--- config.mk ---
export PLATFORM = sky130hd
export DESIGN_NAME = rgb_ycbcr_stream
export DESIGN_NICKNAME = d
export VERILOG_FILES = /design/src/rtl/rgb_ycbcr_stream.sv
export SDC_FILE = /design/constraint.sdc
export NUM_CORES = 1
export LEC_CHECK = 0
export CAP_MARGIN = 20
export CORE_ASPECT_RATIO = 0.7
export CORE_UTILIZATION = 33
export CTS_CLUSTER_DIAMETER = 100
export DETAILED_ROUTE_END_ITERATION = 8
export PLACE_DENSITY = 0.51
export REMOVE_ABC_BUFFERS = 1
export SLEW_MARGIN = 5
export SYNTH_ARGS = -nofsm -noshare
export SYNTH_HDL_FRONTEND = slang
export SYNTH_SLANG_ARGS = --single-unit
--- constraint.sdc ---
create_clock -name clk_in -period 3.3 [get_ports clk_in]
set_input_delay 0.33 -clock clk_in [delete_from_list [all_inputs] [get_ports clk_in]]
set_output_delay 0.33 -clock clk_in [all_outputs]
set_load 0.01 [all_outputs]
--- src/rtl/rgb_ycbcr_stream.sv ---
// rgb_ycbcr_stream: three-stage RGB to YCbCr converter with valid/ready flow control and block framing
module rgb_ycbcr_stream #(
  parameter int DATA_W = 10,
  parameter int BLK    = 8
) (
  input  logic                          clk_in,
  input  logic                          reset_n,
  input  logic                          s_valid,
  output logic                          s_ready,
  input  logic [DATA_W-1:0]             r_in,
  input  logic [DATA_W-1:0]             g_in,
  input  logic [DATA_W-1:0]             b_in,
  input  logic                          mode_in,
  output logic                          m_valid,
  input  logic                          m_ready,
  output logic [DATA_W-1:0]             y_out,
  output logic [DATA_W-1:0]             cb_out,
  output logic [DATA_W-1:0]             cr_out,
  output logic                          m_last,
  output logic [$clog2(BLK*BLK)-1:0]    pix_cnt
);
  localparam int PW   = DATA_W + 12;
  localparam int NPIX = BLK * BLK;
  localparam int CW   = $clog2(NPIX);
  typedef logic signed [PW-1:0] acc_t;
  // Product order: Y(R,G,B), Cr(R,G,B), Cb(R,G,B); Q10 fixed point
  localparam int COEF [9] = '{306, 601, 116, 512, -429, -83, -173, -339, 512};
  localparam acc_t UMAX = acc_t'((1 << DATA_W) - 1);
  localparam acc_t HALF = acc_t'(1 << (DATA_W - 1));

  logic              adv;
  acc_t              rgb [3];
  acc_t              prod_q [9], prod_d [9];
  acc_t              sum_q [3], sum_d [3];
  acc_t              sh [3];
  logic              v1_q, m1_q, l1_q, v1_d, m1_d, l1_d;
  logic              v2_q, m2_q, l2_q;
  logic              v3_q, l3_q;
  logic [DATA_W-1:0] y_q, cb_q, cr_q, y_d, cb_d, cr_d;
  logic [CW-1:0]     cnt_q, cnt_d;

  // Chroma shift result to either clamped two's complement or offset binary
  function automatic logic [DATA_W-1:0] chroma(input acc_t s, input logic off);
    acc_t c, lo, hi;
    c  = off ? s + HALF : s;
    lo = off ? acc_t'(0) : -HALF;
    hi = off ? UMAX : HALF - acc_t'(1);
    chroma = c < lo ? lo[DATA_W-1:0] : (c > hi ? hi[DATA_W-1:0] : c[DATA_W-1:0]);
  endfunction

  assign adv     = m_ready | ~v3_q;
  assign s_ready = adv;
  assign m_valid = v3_q;
  assign m_last  = l3_q;
  assign y_out   = y_q;
  assign cb_out  = cb_q;
  assign cr_out  = cr_q;
  assign pix_cnt = cnt_q;

  // Next-state for all three stages and the block counter
  always_comb begin
    rgb[0] = acc_t'({12'd0, r_in});
    rgb[1] = acc_t'({12'd0, g_in});
    rgb[2] = acc_t'({12'd0, b_in});
    for (int i = 0; i < 9; i++) prod_d[i] = acc_t'(COEF[i]) * rgb[i % 3];
    v1_d = s_valid;
    m1_d = mode_in;
    l1_d = s_valid && (cnt_q == CW'(NPIX - 1));
    for (int k = 0; k < 3; k++) begin
      sum_d[k] = prod_q[3*k] + prod_q[3*k+1] + prod_q[3*k+2];
      sh[k]    = sum_q[k] >>> 10;
    end
    y_d   = sh[0] < 0 ? '0 : (sh[0] > UMAX ? '1 : sh[0][DATA_W-1:0]);
    cr_d  = chroma(sh[1], m2_q);
    cb_d  = chroma(sh[2], m2_q);
    cnt_d = (s_valid && adv) ? ((cnt_q == CW'(NPIX - 1)) ? '0 : cnt_q + 1'b1) : cnt_q;
  end

  // Pipeline registers advance together on adv; counter steps on each input transfer
  always_ff @(posedge clk_in or negedge reset_n) begin
    if (!reset_n) begin
      for (int i = 0; i < 9; i++) prod_q[i] <= '0;
      for (int k = 0; k < 3; k++) sum_q[k] <= '0;
      {v1_q, m1_q, l1_q, v2_q, m2_q, l2_q, v3_q, l3_q} <= '0;
      y_q   <= '0;
      cb_q  <= '0;
      cr_q  <= '0;
      cnt_q <= '0;
    end else begin
      cnt_q <= cnt_d;
      if (adv) begin
        for (int i = 0; i < 9; i++) prod_q[i] <= prod_d[i];
        for (int k = 0; k < 3; k++) sum_q[k] <= sum_d[k];
        v1_q <= v1_d;
        m1_q <= m1_d;
        l1_q <= l1_d;
        v2_q <= v1_q;
        m2_q <= m1_q;
        l2_q <= l1_q;
        v3_q <= v2_q;
        l3_q <= l2_q;
        y_q  <= y_d;
        cb_q <= cb_d;
        cr_q <= cr_d;
      end
    end
  end
endmodule

==> results.cfg, run 1 <==
[worst_setup_path]
critPathSlowestCell = fa_1
worstSetupStartpoint = g_in[8]
critical_path.max_fanout = 2
critPathLaunchType = input port
critPathMaxStageDelay_ns = 0.49
worst-r2r-setup-slack_ns = 0.14
critPathCaptureType = flip-flop
worstPathCellList = buf_8 -> ha_4 -> inv_2 -> fa_1 -> inv_2 -> fa_1 -> fa_1 -> inv_1 -> fa_1 -> inv_2 -> ha_4 -> buf_6 -> a21oi_2 -> o21ai_1 -> a21o_1 -> a21o_1 -> o21ai_4 -> a2111oi_4 -> buf_4 -> o21a_1 -> o31ai_1
r2r-start = prod_q[121]$_DFFE_PN0N_
path_common_cell = fa_1
regToRegEndpoint = sh[53]$_DFFE_PN0N_
reg2regPathDepth = 11
critical_path_buf_inv_count = 7
crit_type = in2reg
arrival_ns = 4.59
cp_num_cells = 21
cp_top_family = adder cells
cp.required_ns = 3.75
endpoint = prod_q[41]$_DFFE_PN0N_

[global_route]
use_met2_pct = 28.2
grtUsageTotal_pct = 18.0
antenna_found_initial = 0
grt_overflow = 0
top_usage_layer = met2
use_met3_pct = 2.25
grt_pass1_vias = 18400
grt_pass1_wl_um = 98500
grt_max_degree = 117
grt.met1_usage_pct = 26.7

[placement]
dp_hpwl_um = 48600
gp_congestion = 0.863
place_ws_ns = -2.24
place_inst = 3613
numPortBuffers = 73

[synthesis]
synth_area_sq_mm = 0.0222
synth_edf_count = 0
syn_area_per_cell_sq_um = 9.45
synth_top_family_by_area = adder cells
synth_xor_area_share_pct = 3.86
synth_most_common_cell = ha_1
synth_mux_area_share_pct = 0.349
synthCells = 2353
synth_top_area_cell = ha_1
synth.area.top_cells = ha_1, dfrtp_1, fa_1, inv_1, nand2_1
synth_cell_types = 68
yosys.area_share.simple_pct = 10.5
synth-adder-area-share_pct = 40.9
ys.flop_type = dfrtp_1
synthArstFlopShare_pct = 100
synth_top_area_share_pct = 26.3
ys_ff_latch = 220
synth_commonest_cells = ha_1, inv_1, nand2_1
yosysWarnings = 0
yosysSeqAreaShare_pct = 24.8
synth_compound_area_share_pct = 12.7

[sta]
fmax_mhz = 241
setup_viol = 49
slew_headroom_pct = 30.7
skew_ns = 0.0238
min_period_ns = 4.15
hold_viol = 0
worstMarginPinSlew_ns = 1.04
worst_hold_slack_ns = 0.194
fin_ws_ns = -0.845
drv_slew = 0
rsz0062_at_grt = yes
period_share_pct = 126

[clock_network]
cts-root-buf = clkbuf_16
cts_inserted_buffers = 23
clkSlewWorstSetupHoldPaths_ns = 0.07
cts_tree = done
clockBufferDepth = 3
clock_latency_ns = 0.54
cts_sinks = 220
cts-htree-levels = 1

[layout]
register_area_sq_mm = 0.00551
fillers = 6187
area_growth_pct = 39.2
nets = 3492
multi_input_comb_area_sq_mm = 0.0178
drive_gt1_share_pct = 31.0
fin_cells = 3735
n_antenna_cell = 0

[die]
dieWidth_um = 312
die-height_um = 219
dieArea_sq_mm = 0.0684
core-area_sq_mm = 0.0665
ios = 74
core.rowCount = 79
initial_utilization_pct = 33.4

[routing]
wl_um = 61700
viasPerCell = 4.74
drt_first_pass_iters = 5
ant_nets = 0
dr.first_iter.drc_count = 719
drc = 0
wl_per_cell_um = 16.5
vias = 17700

[outcome]
violations = negative setup slack
status = finished, violations left

[pwr]
p_leak_nw = 14.9
peakVddDrop_uv = 625
powerDensity_mw_per_mm2 = 946

[run]
cap_viol_max_count = 0

[hold_path]
hp-class = in2reg
==> cell type report <==
cell class | count | share of cell area [%]
clock buffer | 29 | 1.97
clock inverter | 13 | 0.372
inverter | 353 | 4.43
multi-input combinational | 1728 | 57.6
sequential | 220 | 17.8
tap | 891 | 3.60
timing repair buffer | 501 | 14.2
==> routing by layer <==
layer | wire length [um] | up-vias | part of all wire, %
li1 | - | 8872 | -
met1 | 31900 | 8589 | 52
met2 | 27100 | 170 | 44
met3 | 1680 | 60 | 2.7
met4 | 954 | 0 | 1.5
met5 | 0 | - | 0
==> tightest hold or removal path, cell delays in order <==
cell and delay, ns:
buf_2 0.11, inv_2 0.07, buf_4 0.11, o21ai_0 0.07
==> power by group <==
part           internal [mW]  leakage, nW  switching (mW)  total (mW)
clock network           1.40        0.348            1.17        2.57
registers               4.01         2.58            1.06        5.07
logic                   10.8         11.9            10.8        21.6
total                   16.2         14.9            13.0        29.3
==> cell usage in the layout (no fill, tap or decap), types with 11 or more instances in the layout <==
cell type,Yosys,routed
buf_4,0,352
ha_1,468,348
inv_1,353,278
nand2_1,237,235
dfrtp_1,220,218
fa_1,162,146
nor2_1,155,142
ha_4,0,108
o21ai_0,128,98
a21oi_1,142,94
buf_6,0,68
inv_2,0,62
xnor2_1,58,43
clkdlybuf4s50_1,0,42
a21o_1,37,37
a21oi_2,0,35
xor2_1,40,33
nor3_1,35,32
clkbuf_16,0,23
nand3_1,21,20
o21a_1,23,20
o21ai_1,4,20
fa_2,0,16
buf_8,0,16
o31ai_1,21,14
a21oi_4,0,13
ha_2,0,12
buf_12,0,12
nand2b_1,11,11
xnor2_2,0,11
==> kinds of logic after synthesis <==
group | after synthesis
and+or+nand+nor | 536
AOI/OAI and AO/OA | 457
adders and majority gates | 630
xor gates and xnor gates | 98
muxes | 7
buffers and inverters | 405
DFF | 220
==> what timing repair did <==
action | 4_1_cts | 5_1_grt
hold buffers | 1 | 0
endpoints found under the hold margin | 89 | 0
setup buffers | 64 | 47
gates resized for setup | 519 | 237
endpoints found under the setup margin | 78 | 68
pin swaps | 246 | 229
==> flip-flops by register name, summed over array words and instances, names as in the netlist <==
| register | cells |
|---|---|
| pix_cnt | 6 |
| v2_q | 1 |
| cb_out | 10 |
| sh | 35 |
| y_out | 10 |
| l1_q | 1 |
| prod_q | 141 |
| cr_out | 10 |
| m2_q | 1 |
| v1_q | 1 |
| l2_q | 1 |
| m_valid | 1 |
| m1_q | 1 |
| m_last | 1 |
==> worst min path at each step <==
stage	start	endpoint	slack [ns]	cells past startpoint
3_5_place_dp	reset_n	pix_cnt[4]$_DFFE_PN0P_	0.42	1
6_report	b_in[1]	prod_q[67]$_DFFE_PN0N_	0.19	4
3_3_place_gp	reset_n	pix_cnt[5]$_DFFE_PN0P_	0.41	1
5_1_grt	b_in[1]	prod_q[67]$_DFFE_PN0N_	0.20	4
4_1_cts	b_in[3]	prod_q[12]$_DFFE_PN0N_	0.16	4
2_1_floorplan	reset_n	cb_out[0]$_DFFE_PN0N_	0.03	0
==> stage by stage <==
step | util, % | area, sq um | setup TNS (ns) | power, mW
2_1_floorplan | - | 22000 | -2189.35 | 16.1
3_3_place_gp | 39.9 | 26600 | -116.17 | 22.2
3_5_place_dp | 39.9 | 26600 | -117.84 | 22.6
4_1_cts | 44.5 | 29600 | -18.69 | 27.8
5_1_grt | 46.5 | 30900 | -22.69 | 32.0
6_report | 46.5 | 30900 | -17.62 | 29.3
(Power assumes the default switching activity.)
==> inputs of run 2 (changes only) <==
CORE_MARGIN = 1   (was unset)
TNS_END_PERCENT = 10   (was unset)
==> results.cfg, run 2 (synthesis results as in run 1) <==
[clock_network]
cts-htree-levels = 1
cts_tree = done
clock_latency_ns = 0.54
cts_sinks = 220
cts-root-buf = clkbuf_16
cts_inserted_buffers = 23
clockBufferDepth = 3
clkSlewWorstSetupHoldPaths_ns = 0.07

[hold_path]
holdPathStages = 4
worstHoldEndpoint = prod_q[12]$_DFFE_PN0N_
hp-class = in2reg
worstHoldStart = b_in[3]

[layout]
fin_util_pct = 44.3
nets = 3456
top_register = prod_q
fin_cells = 3699
largest_register_ffs = 141
layout_commonest_cell = ha_1
finalInstanceArea_sq_mm = 0.0294
layout_common_cells = ha_1, buf_4, inv_1, nand2_1, dfrtp_1
area_growth_pct = 32.5
n_antenna_cell = 0
drive_gt1_share_pct = 25.4

[global_route]
antenna_found_initial = 0
grtUsageTotal_pct = 17.6
grt_overflow = 0
grt_pass1_wl_um = 96500
grt_pass1_vias = 18000
grt_max_degree = 117

[sta]
slew_headroom_pct = 32.1
drv_slew = 0
worst_hold_slack_ns = 0.187
fin_ws_ns = -0.807
min_period_ns = 4.11
fin_tns_setup_ns = -20.44
fmax_mhz = 243
worstMarginPinSlew_ns = 1.02
rsz0062_at_grt = yes
skew_ns = 0.0237
hold_viol = 0
setup_viol = 53
period_share_pct = 124

[die]
core.rowCount = 79
initial_utilization_pct = 33.4
dieWidth_um = 312
dieArea_sq_mm = 0.0684
core-area_sq_mm = 0.0665
ios = 74
die-height_um = 219

[pwr]
p_sw_share_pct = 44.7
finalPower_mw = 27.6
switchingPower_mw = 12.3
clkPwrFrac_pct = 9.3
peakVddDrop_uv = 611
powerDensity_mw_per_mm2 = 938
seq_power_share_pct = 18.4
p_leak_nw = 14.5
pwr-share-comb_pct = 72.3
internal-power_mw = 15.3

[placement]
place_ws_ns = -2.24
gp_congestion = 0.863
dp_hpwl_um = 48600
numPortBuffers = 73
place_inst = 3613
dpl_cell_area_sq_mm = 0.0266

[routing]
wl_per_cell_um = 16.2
drt_first_pass_iters = 5
dr.first_iter.drc_count = 657
wl_um = 59700
viasPerCell = 4.72
drc = 0
ant_nets = 0
vias = 17500

[worst_setup_path]
arrival_ns = 4.53
reg2regPathDepth = 11
regToRegEndpoint = sh[53]$_DFFE_PN0N_
cp.required_ns = 3.72
crit_type = in2reg
r2r-start = prod_q[67]$_DFFE_PN0N_
critPathCaptureType = flip-flop
critPathLaunchType = input port
worst-r2r-setup-slack_ns = 0.13
critical_path.max_fanout = 4

[run]
cap_viol_max_count = 0

[outcome]
violations = negative setup slack
status = finished, violations left
run 2: routing by layer:
metal	GRT usage, %	share of wire, %	vias to the layer above	wire [um]
li1	-	-	8806	-
met1	26.4	52	8431	31200
met2	27.4	43	186	25900
met3	2.17	3.0	50	1790
met4	2.60	1.4	0	852
met5	0	0	-	0
run 2: final cells by class:
type / instances / area [sq um]
clock buffers: 29 / 608
multi-input cells: 1728 / 16900
repair buffers: 465 / 3840
clock inverters: 13 / 115
inverters: 353 / 1350
fillers: 6336 / 37100
well taps: 891 / 1110
flip-flops and latches: 220 / 5510
run 2: worst max path at each step:
stage | from | to | cells past startpoint
final | g_in[4] | prod_q[173]$_DFFE_PN0N_ | 17
after global routing | g_in[4] | prod_q[173]$_DFFE_PN0N_ | 17
after CTS | g_in[4] | prod_q[173]$_DFFE_PN0N_ | 17
after detailed placement | g_in[7] | prod_q[41]$_DFFE_PN0N_ | 19
after global placement | g_in[7] | prod_q[41]$_DFFE_PN0N_ | 19
after floorplan | m_ready | prod_q[172]$_DFFE_PN0N_ | 6
run 2: critical path: stages:
cell,delay (ns)
buf_8,0.09
buf_6,0.11
buf_6,0.12
buf_6,0.12
ha_4,0.16
ha_4,0.23
fa_1,0.55
fa_1,0.44
fa_1,0.52
ha_4,0.31
nand3_2,0.08
o22ai_4,0.20
o41ai_2,0.12
o311a_1,0.33
a2111o_1,0.40
a21o_1,0.16
a31o_2,0.23
run 2: power by group through the flow:
stage	clock [mW]	sequential, mW	combinational (mW)
3_5_place_dp	0	5.14	17.5
4_1_cts	2.65	5.11	18.9
5_1_grt	2.76	5.25	22.4
6_report	2.57	5.08	20.0
3_3_place_gp	0	5.11	17.1
2_1_floorplan	0	4.89	11.2
run 2: what timing repair did:
item                                    CTS  global route
endpoints found under the hold margin    89             0
pin swaps                               129           107
gates resized for setup                 249           227
setup buffers                            22            22
hold buffers                              1             0
endpoints found under the setup margin   78            76
